`config.mk`:
```
export PLATFORM = sky130hd
export DESIGN_NAME = bru_pq
export DESIGN_NICKNAME = d
export VERILOG_FILES = /design/src/rtl/bru_pq.sv
export SDC_FILE = /design/constraint.sdc
export NUM_CORES = 1
export LEC_CHECK = 0
export CORE_MARGIN = 2
export CORE_UTILIZATION = 50
export DETAILED_ROUTE_END_ITERATION = 6
export PLACE_DENSITY = 0.77
export REMOVE_ABC_BUFFERS = 1
export SLEW_MARGIN = 20
export SYNTH_ARGS = -nofsm -noshare
export SYNTH_HDL_FRONTEND = slang
export SYNTH_SLANG_ARGS = --single-unit
export TNS_END_PERCENT = 100
```
`constraint.sdc`:
```
create_clock -name clk -period 6.55 [get_ports clk]
set_input_delay 1.31 -clock clk [delete_from_list [all_inputs] [get_ports clk]]
set_output_delay 1.31 -clock clk [all_outputs]
set_load 0.1 [all_outputs]
```
`src/rtl/bru_pq.sv`:
```
// -----------------------------------------------------------------------------
// bru_pq : branch resolution unit with an in-order prediction queue.
//
// Fetch pushes one {pc, taken, target} record per predicted conditional
// branch. Execute resolves branches in program order; each outcome is checked
// against the oldest record. On a mismatch the unit registers a one-cycle
// flush with the corrected next PC and drops every younger (wrong-path)
// record. Prediction statistics are kept for the performance counters.
//
// Ports
//   clk, clr            clock (rising edge) / asynchronous active-high reset
//   pq_push             fetch pushes one prediction record
//   pq_pc               PC of the predicted branch
//   pq_taken            predicted direction (1 = taken)
//   pq_target           predicted taken target
//   pq_full, pq_empty   queue occupancy status (combinational from state)
//   rs_valid            execute resolves the oldest branch this cycle
//   rs_taken            actual direction
//   rs_target           actual taken target
//   flush               registered one-cycle mispredict pulse
//   redirect_pc         correct next PC, valid while flush=1
//   rs_err              sticky: a resolve arrived while the queue was empty
//   n_resolved          resolved-branch counter (wraps)
//   n_mispred           mispredicted-branch counter (wraps)
// -----------------------------------------------------------------------------
module bru_pq #(
   parameter int DEPTH = 4,
   parameter int CNTW  = 32
) (
   input  logic            clk,
   input  logic            clr,
   input  logic            pq_push,
   input  logic [63:0]     pq_pc,
   input  logic            pq_taken,
   input  logic [63:0]     pq_target,
   output logic            pq_full,
   output logic            pq_empty,
   input  logic            rs_valid,
   input  logic            rs_taken,
   input  logic [63:0]     rs_target,
   output logic            flush,
   output logic [63:0]     redirect_pc,
   output logic            rs_err,
   output logic [CNTW-1:0] n_resolved,
   output logic [CNTW-1:0] n_mispred
);

   localparam int PW = $clog2(DEPTH);
   localparam int CW = PW + 1;

   localparam logic [PW-1:0]   PTR_ONE  = PW'(1);
   localparam logic [CW-1:0]   CNT_ONE  = CW'(1);
   localparam logic [CW-1:0]   CNT_FULL = CW'(DEPTH);
   localparam logic [CNTW-1:0] STAT_ONE = CNTW'(1);

   // record storage (no reset needed: only entries between head and tail are read)
   logic [63:0] pc_q     [DEPTH];
   logic        taken_q  [DEPTH];
   logic [63:0] target_q [DEPTH];

   logic [PW-1:0]   head_q, head_d;
   logic [PW-1:0]   tail_q, tail_d;
   logic [CW-1:0]   cnt_q,  cnt_d;
   logic            flush_q, flush_d;
   logic [63:0]     redir_q, redir_d;
   logic            err_q,   err_d;
   logic [CNTW-1:0] nres_q,  nres_d;
   logic [CNTW-1:0] nmis_q,  nmis_d;

   logic        full, empty;
   logic        rs_fire, mispred, correct, push_ok;
   logic [63:0] hd_pc, hd_target;
   logic        hd_taken;

   assign full  = (cnt_q == CNT_FULL);
   assign empty = (cnt_q == '0);

   assign hd_pc     = pc_q[head_q];
   assign hd_taken  = taken_q[head_q];
   assign hd_target = target_q[head_q];

   // A resolve only counts when there is a record to check it against.
   assign rs_fire = rs_valid & ~empty;

   // Target only matters when both sides agree the branch was taken.
   assign mispred = rs_fire &
                    ((rs_taken != hd_taken) |
                     (rs_taken & hd_taken & (rs_target != hd_target)));
   assign correct = rs_fire & ~mispred;

   // A correct resolve frees the head slot in the same cycle, so a push into
   // a full queue is still accepted then. A push alongside a mispredict is
   // wrong-path and is dropped.
   assign push_ok = pq_push & (~full | correct) & ~mispred;

   always_comb begin
      head_d  = head_q;
      tail_d  = tail_q;
      cnt_d   = cnt_q;
      flush_d = 1'b0;
      redir_d = redir_q;
      err_d   = err_q;
      nres_d  = nres_q;
      nmis_d  = nmis_q;

      if (rs_valid && empty) begin
         err_d = 1'b1;
      end

      if (mispred) begin
         // Squash everything: the queue restarts empty at slot 0.
         head_d  = '0;
         tail_d  = '0;
         cnt_d   = '0;
         flush_d = 1'b1;
         redir_d = rs_taken ? rs_target : (hd_pc + 64'd4);
         nres_d  = nres_q + STAT_ONE;
         nmis_d  = nmis_q + STAT_ONE;
      end else begin
         if (correct) begin
            head_d = head_q + PTR_ONE;
            nres_d = nres_q + STAT_ONE;
         end
         if (push_ok) begin
            tail_d = tail_q + PTR_ONE;
         end
         case ({push_ok, correct})
            2'b10:   cnt_d = cnt_q + CNT_ONE;
            2'b01:   cnt_d = cnt_q - CNT_ONE;
            default: cnt_d = cnt_q;
         endcase
      end
   end

   always_ff @(posedge clk or posedge clr) begin
      if (clr) begin
         head_q  <= '0;
         tail_q  <= '0;
         cnt_q   <= '0;
         flush_q <= 1'b0;
         redir_q <= '0;
         err_q   <= 1'b0;
         nres_q  <= '0;
         nmis_q  <= '0;
      end else begin
         head_q  <= head_d;
         tail_q  <= tail_d;
         cnt_q   <= cnt_d;
         flush_q <= flush_d;
         redir_q <= redir_d;
         err_q   <= err_d;
         nres_q  <= nres_d;
         nmis_q  <= nmis_d;
      end
   end

   always_ff @(posedge clk) begin
      if (push_ok) begin
         pc_q[tail_q]     <= pq_pc;
         taken_q[tail_q]  <= pq_taken;
         target_q[tail_q] <= pq_target;
      end
   end

   assign pq_full     = full;
   assign pq_empty    = empty;
   assign flush       = flush_q;
   assign redirect_pc = redir_q;
   assign rs_err      = err_q;
   assign n_resolved  = nres_q;
   assign n_mispred   = nmis_q;

endmodule

```
==> summary.md, run 1 <==
| Metric | Value |
|---|---|
| Initial DRC Count | `1439` |
| CP Class | `flip-flop to flip-flop` |
| Setup TNS | `0 ns` |
| Final setup fails | `0` |
| Residual DRC count | `0` |
| Drt first pass iters | `5` |
| GR Overflow Total | `0` |
| Syn Inst Count | `1538` |
| Setup bufs post-CTS | `0` |
| Gate power share | `0.359` |
| Vias in the first global route | `15900` |
| Crit end category | `flip-flop` |
| Min Tclk post-route | `5.22 ns` |
| IO Pins | `330` |
| Sw power | `5.64 mW` |
| CTS tree | `done` |
| Critical Path Start Type | `flip-flop` |
| Synth warn | `0` |
| Max Clk Rate | `191 MHz` |
| Reg2Reg Depth | `11` |
| Clock share of power | `0.266` |
| Area growth, synth to finish | `23.9%` |
| Maximum clock path buffer count | `3` |
| Buffers added on ports | `329` |
| H-tree Lvls | `3` |
| CTS-repair resized insts | `0` |
| Cell Pwr Density | `457 mW/mm^2` |
| Relative slew slack | `0.278` |
| Leakage | `11.3 nW` |
| Worst slack, placed | `0.996 ns` |
| Filler Cell Count | `3780` |
| Mean Syn Cell Area | `17.6 um^2` |
| Netlist cell types | `52` |
| Slew @ Worst Pin | `1.08 ns` |
| Chip Width | `236 um` |
| Total die area | `0.0559 mm^2` |
| Final WS setup | `1.33 ns` |
| Worst IR drop on VDD | `0.000530 V` |
| Final WL | `66600 um` |
| Total power | `15.3 mW` |
| Worst Setup SP | `head_q[0]` |
| Vias/cell | `5.80` |
| Skew final | `0.0287 ns` |
| Final Slew Violations | `0` |
| Sw Ratio | `0.369` |
| TritonCTS Buffers | `68` |
| Hpwl dp | `43800 um` |
| Reg power frac | `0.376` |
| Unrepaired setup endpoints after global routing | `false` |
| Crit path DAT | `5.53 ns` |
| Sequential cell area fraction in the yosys report | `0.700` |
| Antenna viol nets, final | `0` |
| Reg2reg end | `pc_q[0][10]` |
| Clock Latency Late Sink | `0.61 ns` |
| Initial antenna violation count | `11` |
| Setup slack, reg-to-reg | `1.33 ns` |
| Max-cap violations | `0` |
| Most used DFF post-synth | `edfxtp_1` |
| RD Place Congestion | `0.840` |
| GRT Overall Usage | `0.240` |
| Reg-to-reg critical path startpoint | `head_q[0]` |
| Post-synth EDFFs | `516` |
| Final hold vios | `0` |
| Hold path endpoint | `n_mispred[31]` |
| Status | `completed` |
| Core footprint | `0.0536 mm^2` |
| Core Util, Final | `0.625` |
| Reg clk slew, reported paths | `0.06 ns` |
| Syn Std Cell Area | `0.0270 mm^2` |
| Hold Path Origin | `n_mispred[31]` |
| Chip height | `236 um` |
| Hold buffer count at CTS | `0` |
| Count of nets after finishing | `2109` |
| Hold WS | `0.472 ns` |
| Crit path max fanout | `49` |
| FF+latch count, synth | `653` |
| Row cnt | `85` |
| Vias post-DR | `15400` |
| Hold-critical path depth | `1` |
| Root Buffer | `clkbuf_16` |
| Worst hold path type | `flip-flop to flip-flop` |
| Critical path data required time | `6.85 ns` |
| Number of clock sinks | `653` |
| Internal power | `9.65 mW` |
| DR WL/cell | `25.1 um` |
| Synth async-reset ratio | `0.210` |
| Initial Util | `0.504` |
| Layout cells sized above 1 | `0.172` |
| Largest net degree at the start of global routing | `89` |
| Final Cycle Share | `0.798` |
| First-pass GRT wire length | `98900 um` |
layout make-up:
type / count / area [um^2] / area share
multi-input combinational: 806 / 7620 / 0.228
timing repair buffer: 356 / 3620 / 0.108
inverter: 17 / 71.3 / 0.00213
clock buffer: 90 / 1910 / 0.0569
sequential: 653 / 18900 / 0.565
tap: 696 / 871 / 0.0260
clock inverter: 34 / 462 / 0.0138
antenna: 4 / 10.0 / 0.000299
worst max-delay path by stage:
stage	slack [ns]	depth (start not counted)	to
6_report	1.33	11	pc_q[0][10]
5_1_grt	0.96	11	pc_q[0][29]
4_1_cts	1.16	11	pc_q[0][29]
3_5_place_dp	1.0	10	pc_q[0][10]
3_3_place_gp	1.05	10	pc_q[0][13]
2_1_floorplan	-4.42	9	pc_q[0][0]
through the flow:
stage	std cells	area, um^2
3_5_place_dp	2528	31100
6_report	2656	33500
3_3_place_gp	2528	31100
5_1_grt	2654	33500
2_1_floorplan	1476	26600
4_1_cts	2652	33500
flip-flops by register name (all words and copies together), names as in the netlist:
name and count:
cnt_q 3, flush 1, head_q 2, n_mispred 32, n_resolved 32, pc_q 256
redirect_pc 64, rs_err 1, tail_q 2, taken_q 4, target_q 256
metal layers:
layer | global-route usage | up-vias | part of all wire
met5 | 0 | - | 0.0016
met4 | 0.0936 | 16 | 0.036
met3 | 0.0551 | 135 | 0.073
met2 | 0.385 | 637 | 0.49
met1 | 0.321 | 7915 | 0.40
li1 | - | 6704 | -
power groups by stage:
| stage | combinational, mW | clock [mW] | sequential (mW) |
|---|---|---|---|
| finish | 5.48 | 4.06 | 5.75 |
| global route | 5.76 | 4.29 | 5.82 |
| CTS | 5.54 | 4.12 | 5.75 |
| detailed placement | 5.51 | 0 | 5.83 |
| global placement | 5.45 | 0 | 5.78 |
| floorplan | 2.23 | 0 | 7.63 |
cell usage after synthesis (all sizes together), types with 5 or more instances:
library cell	number	area [um^2]
nor3	24	145
clkbuf	22	82.6
xor2	38	333
nand3	48	245
edfxtp	516	15500
and3	13	81.3
mux2i	6	60.1
and2	12	75.1
mux4	129	2910
and4	12	105
o2bb2ai	8	70.1
o21ai	65	325
nor4	11	121
dfrtp	137	3430
nand2	96	360
a21oi	7	46.3
nand4	55	363
nor2	51	191
inv	17	66.3
ha	8	100
xnor2	148	1300
nand2b	5	31.3
buf	40	342
mux2	53	597
cells in the final DEF, fill, tap and decap left out, types with 51 or more instances in the layout:
| master | instances |
|---|---|
| xnor2_1 | 148 |
| nand4_1 | 52 |
| dfrtp_1 | 135 |
| clkdlybuf4s50_1 | 328 |
| edfxtp_1 | 516 |
| nand2_1 | 96 |
| clkbuf_16 | 69 |
| nor2_1 | 51 |
| mux4_2 | 129 |
| o21ai_0 | 60 |
critical path, cell delays in order, from the launching register on:
cell	delay (ns)
dfrtp_4	0.76
buf_4	0.41
mux4_2	0.56
xnor2_1	0.17
nand4_1	0.33
nor4_2	0.54
nand4_2	0.22
a21oi_4	0.22
inv_4	0.25
nor2_1	0.29
and2_4	0.77
buf_4	0.37
kinds of logic after synthesis:
kind of cell / count (synthesis) / share of synthesized area
AO/OA/AOI/OAI: 86 / 0.0182
XOR/XNOR: 186 / 0.0603
adder cells (fa/ha/maj): 9 / 0.00444
buffers and inverters: 79 / 0.0181
flip-flops: 653 / 0.700
multiplexers: 188 / 0.132
AND/OR/NAND/NOR: 337 / 0.0669
Note: power is estimated with default switching activity, not from simulation.
==> inputs of run 2 (changes only) <==
- clock period: 6.55 -> 4.3 ns (I/O delays scaled with it)
==> summary.md, run 2 (synthesis gave the netlist of run 1 again) <==
| Metric | Value |
|---|---|
| Relative slew slack | `0.255` |
| Final setup fails | `0` |
| Final Slew Violations | `0` |
| Vias in the first global route | `16000` |
| Maximum clock path buffer count | `3` |
| Drt first pass iters | `5` |
| Reg clk slew, reported paths | `0.06 ns` |
| Internal power | `14.6 mW` |
| Initial Util | `0.504` |
| Crit path DAT | `4.35 ns` |
| Area after DPL | `0.0315 mm^2` |
| Sw power | `8.58 mW` |
| Gate power share | `0.376` |
| Count of nets after finishing | `2137` |
| TritonCTS Buffers | `69` |
| Final WL | `67500 um` |
| Worst path cell trace | `buf_4 > mux4_2 > xnor2_1 > nand4_1 > nor4_4 > nand4_2 > a21oi_4 > inv_4 > nor2_1 > and2_4 > buf_12` |
| Initial antenna violation count | `14` |
| Unrepaired setup endpoints after global routing | `false` |
| Critical Path Start Type | `flip-flop` |
| RD Place Congestion | `0.852` |
| Row cnt | `85` |
| Status | `completed` |
| Hpwl dp | `45600 um` |
| Finished Cell Area | `0.0337 mm^2` |
| Antenna viol nets, final | `0` |
| Chip Width | `236 um` |
| Final WS setup | `0.184 ns` |
| CP Class | `flip-flop to flip-flop` |
| Initial DRC Count | `1232` |
| Max Clk Rate | `243 MHz` |
| Number of clock sinks | `653` |
| Core footprint | `0.0536 mm^2` |
| Leading cell type in the layout, fill and taps excluded | `edfxtp_1` |
| Worst slack, placed | `-0.0293 ns` |
| Area growth, synth to finish | `24.8%` |
| Chip height | `236 um` |
| DR WL/cell | `25.1 um` |
| Crit end category | `flip-flop` |
| Residual DRC count | `0` |
| Buffers added on ports | `329` |
| Slew @ Worst Pin | `1.11 ns` |
| First-pass GRT wire length | `99900 um` |
| Slowest cell on crit path | `mux4_2` |
| Vias/cell | `5.79` |
| Leakage | `11.4 nW` |
| Layout cells sized above 1 | `0.175` |
| H-tree Lvls | `3` |
| Root Buffer | `clkbuf_16` |
| GRT Overall Usage | `0.243` |
| Total die area | `0.0559 mm^2` |
| Final hold vios | `0` |
| Largest net degree at the start of global routing | `96` |
| IO Pins | `330` |
| Critical path data required time | `4.53 ns` |
| Reg power frac | `0.374` |
| Skew final | `0.0327 ns` |
| Worst IR drop on VDD | `0.000574 V` |
| Filler Cell Count | `3768` |
| CTS tree | `done` |
| Cell Pwr Density | `686 mW/mm^2` |
| Final Cycle Share | `0.957` |
| GR Overflow Total | `0` |
| Min Tclk post-route | `4.12 ns` |
| Setup TNS | `0 ns` |
| Worst hold path type | `flip-flop to flip-flop` |
| Crit path max fanout | `51` |
| Vias post-DR | `15600` |
| Critical path's largest stage delay | `0.55 ns` |
| Clock share of power | `0.250` |
| Footprint of the multi-input gates | `0.00763 mm^2` |
| Clock Latency Late Sink | `0.60 ns` |
| Sw Ratio | `0.371` |
| Area taken by flip-flops and latches | `0.0189 mm^2` |
| Max-cap violations | `0` |
| Most frequent cells in the layout | `edfxtp_1 (516), clkdlybuf4s50_1 (328), xnor2_1 (148)` |
==> run 2: timing repair <==
| action | CTS | global route |
|---|---|---|
| hold endpoints to repair | 0 | 0 |
| setup endpoints to repair | 0 | 267 |
| hold buffers | 0 | 0 |
| setup buffers | 0 | 7 |
| resized for setup | 0 | 1 |
==> run 2: worst max-delay path: cells and delay by family (launching register included) <==
family	cells	cell delay [ns]
compound gates	1	0.21
xor+xnor	1	0.16
buf+inv	3	0.63
flops	1	0.51
mux	1	0.55
simple gates	5	1.63
==> run 2: stage by stage <==
step / cells / power (mW) / utilization / hold WS, ns
2_1_floorplan: 1476 / 15.0 / - / 0.485
3_3_place_gp: 2548 / 17.3 / 0.587 / 0.441
3_5_place_dp: 2548 / 17.5 / 0.587 / 0.444
4_1_cts: 2670 / 23.3 / 0.627 / 0.477
5_1_grt: 2685 / 24.0 / 0.629 / 0.496
6_report: 2688 / 23.1 / 0.629 / 0.471
==> run 2: final cells by class <==
cell class | count | area share
well taps | 696 | 0.0258
diodes | 11 | 0.000816
inverters | 17 | 0.00211
clock inverters | 25 | 0.00764
repair buffers | 383 | 0.119
flip-flops and latches | 653 | 0.561
multi-input cells | 806 | 0.226
clock buffers | 97 | 0.0570
==> run 2: metal layers <==
layer  wire [um]  vias up  GRT usage
li1            -     6775          -
met1       27200     8032      0.325
met2       33300      636      0.396
met3        4960      122     0.0508
met4        2030        6     0.0919
met5          32        -          0
==> run 2: power groups by stage <==
stage / registers (mW) / logic (mW) / clock network [mW]
floorplan: 11.6 / 3.39 / 0
global placement: 8.70 / 8.60 / 0
detailed placement: 8.77 / 8.69 / 0
CTS: 8.66 / 8.73 / 5.89
global route: 8.76 / 9.11 / 6.14
finish: 8.66 / 8.69 / 5.79
==> run 2: final timing paths <==
check / start / slack (ns) / depth (start not counted) / end
min in group asynchronous: clr / 0.77 / 2 / n_resolved[15]
max reg2reg: head_q[0] / 0.18 / 11 / target_q[0][13]
max in group asynchronous: clr / 2.70 / 3 / redirect_pc[8]
min reg2reg: n_mispred[31] / 0.47 / 1 / n_mispred[31]
min: n_mispred[31] / 0.47 / 1 / n_mispred[31]
max: head_q[0] / 0.18 / 11 / target_q[0][13]
==> inputs of run 3 (changes only) <==
- CAP_MARGIN: not set -> 20
- CTS_CLUSTER_DIAMETER: not set -> 40
==> summary.md, run 3 (synthesis gave the netlist of run 1 again) <==
| Metric | Value |
|---|---|
| Status | `completed` |
| Count of nets after finishing | `2160` |
| Most used cell, CP | `buf_12` |
| Vias in the first global route | `16300` |
| TritonCTS Buffers | `91` |
| Leading cell type in the layout, fill and taps excluded | `edfxtp_1` |
| Layout cells sized above 1 | `0.200` |
| DR WL/cell | `25.0 um` |
| Unrepaired setup endpoints after global routing | `false` |
| First-pass GRT wire length | `102000 um` |
| Initial DRC Count | `1287` |
| IO Pins | `330` |
| Chip Width | `236 um` |
| Crit end category | `flip-flop` |
| RD Place Congestion | `0.852` |
| Setup slack, reg-to-reg | `0.29 ns` |
| Root Buffer | `clkbuf_16` |
| Slew @ Worst Pin | `1.11 ns` |
| Antenna viol nets, final | `0` |
| Area after DPL | `0.0315 mm^2` |
| Worst slack, placed | `-0.0293 ns` |
| Most frequent cells in the layout | `edfxtp_1 (516), clkdlybuf4s50_1 (328), xnor2_1 (148)` |
| Largest net degree at the start of global routing | `96` |
| Buffers added on ports | `329` |
| Number of clock sinks | `653` |
| Chip height | `236 um` |
| Cell Pwr Density | `718 mW/mm^2` |
| Final Cycle Share | `0.933` |
| Worst path cell trace | `buf_12 > mux4_2 > xnor2_1 > nand4_1 > nor4_2 > nand4_2 > a21oi_4 > inv_4 > nor2_1 > and2_4 > buf_12` |
| Vias/cell | `5.75` |
| Worst hold path type | `flip-flop to flip-flop` |
| Skew final | `0.0326 ns` |
| H-tree Lvls | `3` |
| Vias post-DR | `15700` |
| Crit path max fanout | `51` |
| Critical Path Start Type | `flip-flop` |
| Leakage | `11.8 nW` |
| Setup TNS | `0 ns` |
| Relative slew slack | `0.258` |
| Initial Util | `0.504` |
| Row cnt | `85` |
| Reg clk slew, reported paths | `0.05 ns` |
| Clock Latency Late Sink | `0.63 ns` |
| Initial antenna violation count | `8` |
| Worst IR drop on VDD | `0.000581 V` |
| Final setup fails | `0` |
| Core footprint | `0.0536 mm^2` |
| GR Overflow Total | `0` |
| Min Tclk post-route | `4.01 ns` |
| Final WL | `68300 um` |
| Final Slew Violations | `0` |
| Critical path data required time | `4.57 ns` |
| Critical path's largest stage delay | `0.54 ns` |
| Maximum clock path buffer count | `3` |
| Final WS setup | `0.290 ns` |
| CP Class | `flip-flop to flip-flop` |
| Final hold vios | `0` |
| CTS tree | `done` |
| Finished Cell Area | `0.0347 mm^2` |
| Crit path DAT | `4.28 ns` |
| Hold WS | `0.455 ns` |
| Core Util, Final | `0.647` |
| Max Clk Rate | `249 MHz` |
| Largest delay share family, worst path | `simple AND/OR/NAND/NOR gates` |
| Residual DRC count | `0` |
| Total power | `24.9 mW` |
| Drt first pass iters | `5` |
| Hold buffer count at CTS | `0` |
| Max-cap violations | `0` |
| Hpwl dp | `45600 um` |
| Slowest cell on crit path | `mux4_2` |
| Buf/Inv on CP | `3` |
| Dpl cells | `2548` |
| Total die area | `0.0559 mm^2` |
| Fin cells | `2731` |
| GRT Overall Usage | `0.247` |
| Area growth, synth to finish | `28.3%` |
==> run 3: worst paths after layout <==
path                                   to  cells after the start       from
setup / recovery               pc_q[3][1]                     11  head_q[0]
hold / removal                     rs_err                      1     rs_err
setup reg to reg               pc_q[3][1]                     11  head_q[0]
hold reg to reg                    rs_err                      1     rs_err
max in group asynchronous  redirect_pc[1]                      3        clr
min in group asynchronous  n_resolved[15]                      2        clr
==> run 3: worst reg2reg max path: stages (launching register included) <==
cell     delay [ns]
dfrtp_4        0.50
buf_12         0.25
mux4_2         0.56
xnor2_1        0.36
nand4_1        0.26
nor4_2         0.40
nand4_2        0.20
a21oi_4        0.21
inv_4          0.05
nor2_1         0.26
and2_4         0.26
buf_12         0.30
==> run 3: what timing repair did <==
action,CTS,global route
endpoints found under the setup margin,0,247
gates resized for setup,0,1
setup buffers,0,8
==> run 3: per-layer routing <==
metal / vias to the layer above / global-route usage / routed length, um
met3: 103 / 0.0471 / 4760
met5: - / 0 / 52
li1: 6842 / - / -
met1: 8074 / 0.334 / 27800
met4: 8 / 0.0800 / 1740
met2: 669 / 0.408 / 33900
==> run 3: cell type report <==
cell class	count	area [um^2]
Inverter	17	71.3
Antenna cell	4	10.0
Tap cell	696	871
Timing Repair Buffer	384	4030
Clock inverter	58	662
Sequential cell	653	18900
Fill cell	3661	18900
Clock buffer	113	2460
Multi-Input combinational cell	806	7630
==> run 3: report_power, final <==
group / leakage, nW / internal [mW] / switching (mW)
combinational: 3.87 / 2.98 / 5.71
clock: 1.53 / 4.69 / 2.86
sequential: 6.45 / 8.17 / 0.501
total: 11.8 / 15.8 / 9.07
